### src/rtl/inst_fetch_pkg.sv
// Shared definitions for the IF-stage fetch unit: FSM states, NOP word,
// handshake constants and the AdEL exception code.
package inst_fetch_pkg;

  typedef enum logic [1:0] {
    S_IDLE = 2'd0,
    S_REQ  = 2'd1,
    S_WAIT = 2'd2,
    S_HOLD = 2'd3
  } fetch_state_t;

  localparam logic [31:0] NOP_WORD    = 32'h0000_0000;
  localparam logic        READY       = 1'b1;
  localparam logic        VALID       = 1'b1;
  localparam logic        CHIP_ENABLE = 1'b1;
  localparam logic [4:0]  EXC_ADEL    = 5'h04;

endpackage

### src/rtl/inst_fetch.sv
// IF-stage instruction bus master: one outstanding read, split addr/data
// handshake, stall/flush aware output buffer. Optional FETCH_ADDR_CHECK_EN.
module inst_fetch
  import inst_fetch_pkg::*;
#(
  parameter int                 ADDR_W   = 32,
  parameter int                 DATA_W   = 32,
  parameter logic [DATA_W-1:0]  NOP_INST = NOP_WORD
) (
  input  logic              clk,
  input  logic              rst,
  input  logic [ADDR_W-1:0] pc,
  input  logic              ce,
  input  logic              stall,
  input  logic              flush,
  output logic              pc_read_ready,
  output logic              inst_req,
  output logic [ADDR_W-1:0] inst_addr,
  input  logic              inst_addr_ok,
  input  logic              inst_data_ok,
  input  logic [DATA_W-1:0] inst_rdata,
`ifdef FETCH_ADDR_CHECK_EN
  output logic              if_excp_adel,
`endif
  output logic              if_valid,
  output logic [ADDR_W-1:0] if_pc,
  output logic [DATA_W-1:0] if_inst
);

  fetch_state_t      r_state;
  logic              r_if_valid;
  logic [ADDR_W-1:0] r_if_pc;
  logic [DATA_W-1:0] r_if_inst;
  logic [ADDR_W-1:0] r_req_pc;
  logic              r_discard;
  logic              w_misaligned;
  logic              w_in_req;
  logic              w_inst_req;
  logic              w_pc_read_ready;
`ifdef FETCH_ADDR_CHECK_EN
  logic              r_excp_adel;
`endif

  always_comb begin
`ifdef FETCH_ADDR_CHECK_EN
    w_misaligned = (pc[1:0] != 2'b00);
`else
    w_misaligned = 1'b0;
`endif
    w_in_req        = (r_state == S_REQ) && (ce == CHIP_ENABLE);
    w_inst_req      = w_in_req && !w_misaligned;
    // A misaligned pc completes its "handshake" locally so the PC register advances.
    w_pc_read_ready = (w_inst_req && inst_addr_ok) || (w_in_req && w_misaligned);
  end

  assign inst_req      = w_inst_req;
  assign inst_addr     = pc;
  assign pc_read_ready = w_pc_read_ready;
  assign if_valid      = r_if_valid;
  assign if_pc         = r_if_pc;
  assign if_inst       = r_if_inst;
`ifdef FETCH_ADDR_CHECK_EN
  assign if_excp_adel  = r_excp_adel;
`endif

  always_ff @(posedge clk or posedge rst) begin
    if (rst) begin
      r_state    <= S_IDLE;
      r_if_valid <= 1'b0;
      r_if_pc    <= '0;
      r_if_inst  <= NOP_INST;
      r_req_pc   <= '0;
      r_discard  <= 1'b0;
`ifdef FETCH_ADDR_CHECK_EN
      r_excp_adel <= 1'b0;
`endif
    end else begin
      case (r_state)
        S_IDLE: begin
          if (ce == CHIP_ENABLE && !r_if_valid) r_state <= S_REQ;
        end
        S_REQ: begin
          if (ce != CHIP_ENABLE) begin
            r_state <= S_IDLE;
          end else if (w_misaligned) begin
            r_state    <= S_HOLD;
            r_if_valid <= VALID;
            r_if_pc    <= pc;
            r_if_inst  <= NOP_INST;
`ifdef FETCH_ADDR_CHECK_EN
            r_excp_adel <= 1'b1;
`endif
          end else if (inst_addr_ok == READY) begin
            r_state  <= S_WAIT;
            r_req_pc <= pc;
          end
        end
        S_WAIT: begin
          if (inst_data_ok) begin
            // Data answering a flushed request is dropped; refetch from the new pc.
            if (r_discard || flush) begin
              r_discard <= 1'b0;
              r_state   <= S_REQ;
            end else begin
              r_if_valid <= VALID;
              r_if_pc    <= r_req_pc;
              r_if_inst  <= inst_rdata;
              r_state    <= S_HOLD;
            end
          end else if (flush) begin
            r_discard <= 1'b1;
          end
        end
        S_HOLD: begin
          if (flush || !stall) begin
            r_if_valid <= 1'b0;
            r_if_inst  <= NOP_INST;
`ifdef FETCH_ADDR_CHECK_EN
            r_excp_adel <= 1'b0;
`endif
            r_state <= (flush || ce == CHIP_ENABLE) ? S_REQ : S_IDLE;
          end
        end
        default: r_state <= S_IDLE;
      endcase
    end
  end

endmodule

### config.mk
export PLATFORM = sky130hd
export DESIGN_NAME = inst_fetch
export DESIGN_NICKNAME = d
export VERILOG_FILES = /design/src/rtl/inst_fetch_pkg.sv /design/src/rtl/inst_fetch.sv
export SDC_FILE = /design/constraint.sdc
export NUM_CORES = 1
export LEC_CHECK = 0
export CELL_PAD_IN_SITES_DETAIL_PLACEMENT = 1
export CELL_PAD_IN_SITES_GLOBAL_PLACEMENT = 2
export CORE_MARGIN = 10
export CORE_UTILIZATION = 36
export DETAILED_ROUTE_END_ITERATION = 12
export DONT_BUFFER_PORTS = 1
export GPL_TIMING_DRIVEN = 0
export HOLD_SLACK_MARGIN = 0.02
export MAX_ROUTING_LAYER = met4
export PLACE_DENSITY = 0.84
export SLEW_MARGIN = 20
export SYNTH_ARGS = -nofsm -noshare
export SYNTH_HDL_FRONTEND = slang
export SYNTH_SLANG_ARGS = --single-unit
### constraint.sdc
create_clock -name clk -period 2.8 [get_ports clk]
set_input_delay 0.28 -clock clk [delete_from_list [all_inputs] [get_ports clk]]
set_output_delay 0.28 -clock clk [all_outputs]
set_load 0.02 [all_outputs]
==> impl_metrics.py <==
metrics = {
    "synthesis": {
        "ys.flop_type": "dfrtp_1",
        "yosysWarnings": 0,
        "synth_cells": 331,
        "netlist-cell-type-count": 22,
        "yosysSeqAreaShare_pct": 56.87,
        "synth_edf_count": 0,
        "syn_area_per_cell_sq_um": 13.29,
        "ys_ff_latch": 100,
        "async_flop_share_pct": 100.0,
        "synth_nets": 402,
        "syn_area_sq_um": 4400,
    },
    "clock_network": {
        "cts_tree": "yes",
        "cts_buffer_depth": 2,
        "cts_setup_buffers": 0,
        "cts_buffers": 9,
        "cts_hold_buffers": 2,
        "htree_levels": 3,
        "root_buffer": "clkbuf_16",
        "path_clk_slew_ns": 0.07,
        "insertion_delay_ns": 0.34,
        "clock_sinks": 100,
        "postCtsResizedCells": 0,
    },
    "worst_setup_path": {
        "reg2reg_depth": 5,
        "r2r-start": "r_state[0]$_DFFE_PP0P_",
        "worstSetupPathType": "reg -> out",
        "crit_arrival_ns": 1.65,
        "cp.required_ns": 2.52,
        "regToRegSetupSlack_ns": 1.15,
        "crit_path_max_fanout": 10,
        "start_kind": "register",
        "r2r_end": "r_req_pc[23]$_DFFE_PP0P_",
        "endpoint_kind": "primary output",
    },
    "placement": {
        "dpl.hpwl_um": 8271,
        "io_buffers": 0,
        "dp.cells": 481,
        "finalWeightedCongestion": 0.7222,
    },
    "layout": {
        "fin_cells": 499,
        "area_growth_pct": 12.34,
        "final_common_cell": "dfrtp_1",
        "drive_above_1_share_pct": 37.22,
        "final_cell_mix": "dfrtp_1, mux2_2, o21ai_0",
        "layout.nets": 418,
        "diodes": 0,
    },
    "grt": {
        "grt_max_degree": 35,
        "overflow": 0,
        "antenna_found_initial": 0,
        "grt_pass1_wl_um": 15880,
        "grt_pass1_vias": 2777,
        "grt_usage_pct": 12.65,
    },
    "power_and_ir_drop": {
        "leakagePower_nw": 2.646,
        "p_per_area_nw_per_um2": 1003,
        "peakVddDrop_v": 0.0004104,
    },
    "sta": {
        "fmax_mhz": 519.2,
        "setup-tns-final_ns": 0,
        "rsz0062_at_grt": "no",
        "fin_skew_ns": 0.005899,
        "finalSetupViolCount": 0,
        "period_needed_ns": 1.926,
        "finalHoldViolCount": 0,
        "hold_ws_ns": 0.05586,
        "fin_crit_sh_pct": 68.79,
        "slew-limit-headroom_pct": 61.99,
        "slew_violations": 0,
        "tightestPinTransition_ns": 0.5689,
    },
    "drt": {
        "drt_iter0_drc": 144,
        "drt_first_pass_iters": 3,
        "drtAntennaViolNets": 0,
        "drt-met1-wl_um": 3855,
        "dr_total_vias": 2484,
        "met3_length_um": 1156,
        "wl_per_cell_um": 21.04,
        "dr_wl_met2_um": 5353,
        "wirelength_um": 10500,
        "highest_layer": "met4",
        "via_per_inst": 4.978,
        "drcViolationCount": 0,
    },
    "hold_path": {
        "min_from": "inst_rdata[3]",
        "min_path_type": "in -> reg",
        "holdPathStages": 2,
        "min_to": "if_inst[3]$_DFFE_PP0P_",
    },
    "floorplan": {
        "design.core.area_sq_um": 12010,
        "dieArea_sq_um": 17050,
        "std_cell_rows": 40,
        "io_pins": 170,
        "die_x_um": 130.6,
        "initial_core_util_pct": 36.64,
        "die_height_um": 130.6,
    },
    "outcome": {
        "status": "finished, final reports clean",
    },
    "job": {
        "cap_violations": 0,
    },
}
## area by class of cell
class,count,area [sq um]
timing repair buffer,5,80.08
inverter,35,135.1
fill,1263,7068
clock inverter,7,50.05
clock buffer,9,225.2
sequential,100,2502
buffer,49,374.1
multi-input combinational,147,1393
tap,147,183.9
## registers in the layout, indices dropped and copies added (netlist names)
| name | flops |
|---|---|
| if_valid | 1 |
| r_state | 2 |
| r_req_pc | 32 |
| if_inst | 32 |
| if_pc | 32 |
| r_discard | 1 |
## power breakdown
group | total (W) | switching [W] | internal [W] | leakage, nW
clock | 0.00115 | 0.000546 | 0.000605 | 0.128
combinational | 0.00101 | 0.000417 | 0.000592 | 1.23
sequential | 0.00280 | 0.000784 | 0.00202 | 1.28
total | 0.00496 | 0.00175 | 0.00321 | 2.65
## cell families after synthesis
group / after synthesis / share of synthesized area, %
AO/OA/AOI/OAI: 39 / 4.578
buffers and inverters: 84 / 11.49
flip-flops: 100 / 56.87
multiplexers: 98 / 25.56
AND/OR/NAND/NOR: 10 / 1.507
## cells in the mapped netlist, types with 3 or more instances
cell type	count	area (sq um)
mux2i_1	34	340.3
o21ai_0	35	175.2
buf_6	4	45.04
clkbuf_1	6	22.52
mux2_2	47	529.3
dfrtp_1	100	2502
buf_4	34	255.2
mux2_4	17	255.2
inv_1	35	131.4
clkbuf_8	3	41.29
## through the flow
stage | utilization (%) | cell area [sq um] | setup WS (ns) | total power [W]
global route | 41.16 | 4943 | 0.7968 | 0.005296
detailed placement | 38.70 | 4648 | 1.132 | 0.003888
CTS | 41.16 | 4943 | 0.8236 | 0.005069
floorplan | - | 4404 | 1.313 | 0.003548
finish | 41.16 | 4943 | 0.8738 | 0.004961
global placement | 38.20 | 4588 | 0.8122 | 0.003771
## critical path, cell delays in order (launching register included)
cell and delay [ns]:
dfrtp_1 0.35, buf_6 0.13, and3b_2 0.32, nand2_4 0.13
clkbuf_8 0.20, inv_1 0.17
## metal layers
layer,global-route usage (%),vias to the layer above
met5,-,-
met4,4.905,0
met3,5.761,8
met2,20.49,97
met1,13.29,1275
li1,-,1104
## worst max path at each step
stage | startpoint | end | cells past startpoint | slack [ns]
floorplan | r_state[0]$_DFFE_PP0P_ | r_req_pc[0]$_DFFE_PP0P_ | 5 | 1.31
global placement | rst | r_req_pc[14]$_DFFE_PP0P_ | 1 | 0.81
detailed placement | r_state[0]$_DFFE_PP0P_ | r_req_pc[12]$_DFFE_PP0P_ | 5 | 1.13
CTS | r_state[0]$_DFFE_PP0P_ | pc_read_ready | 5 | 0.82
global route | r_state[0]$_DFFE_PP0P_ | pc_read_ready | 5 | 0.80
finish | r_state[0]$_DFFE_PP0P_ | pc_read_ready | 5 | 0.87
Note: power is estimated with default switching activity, not from simulation.
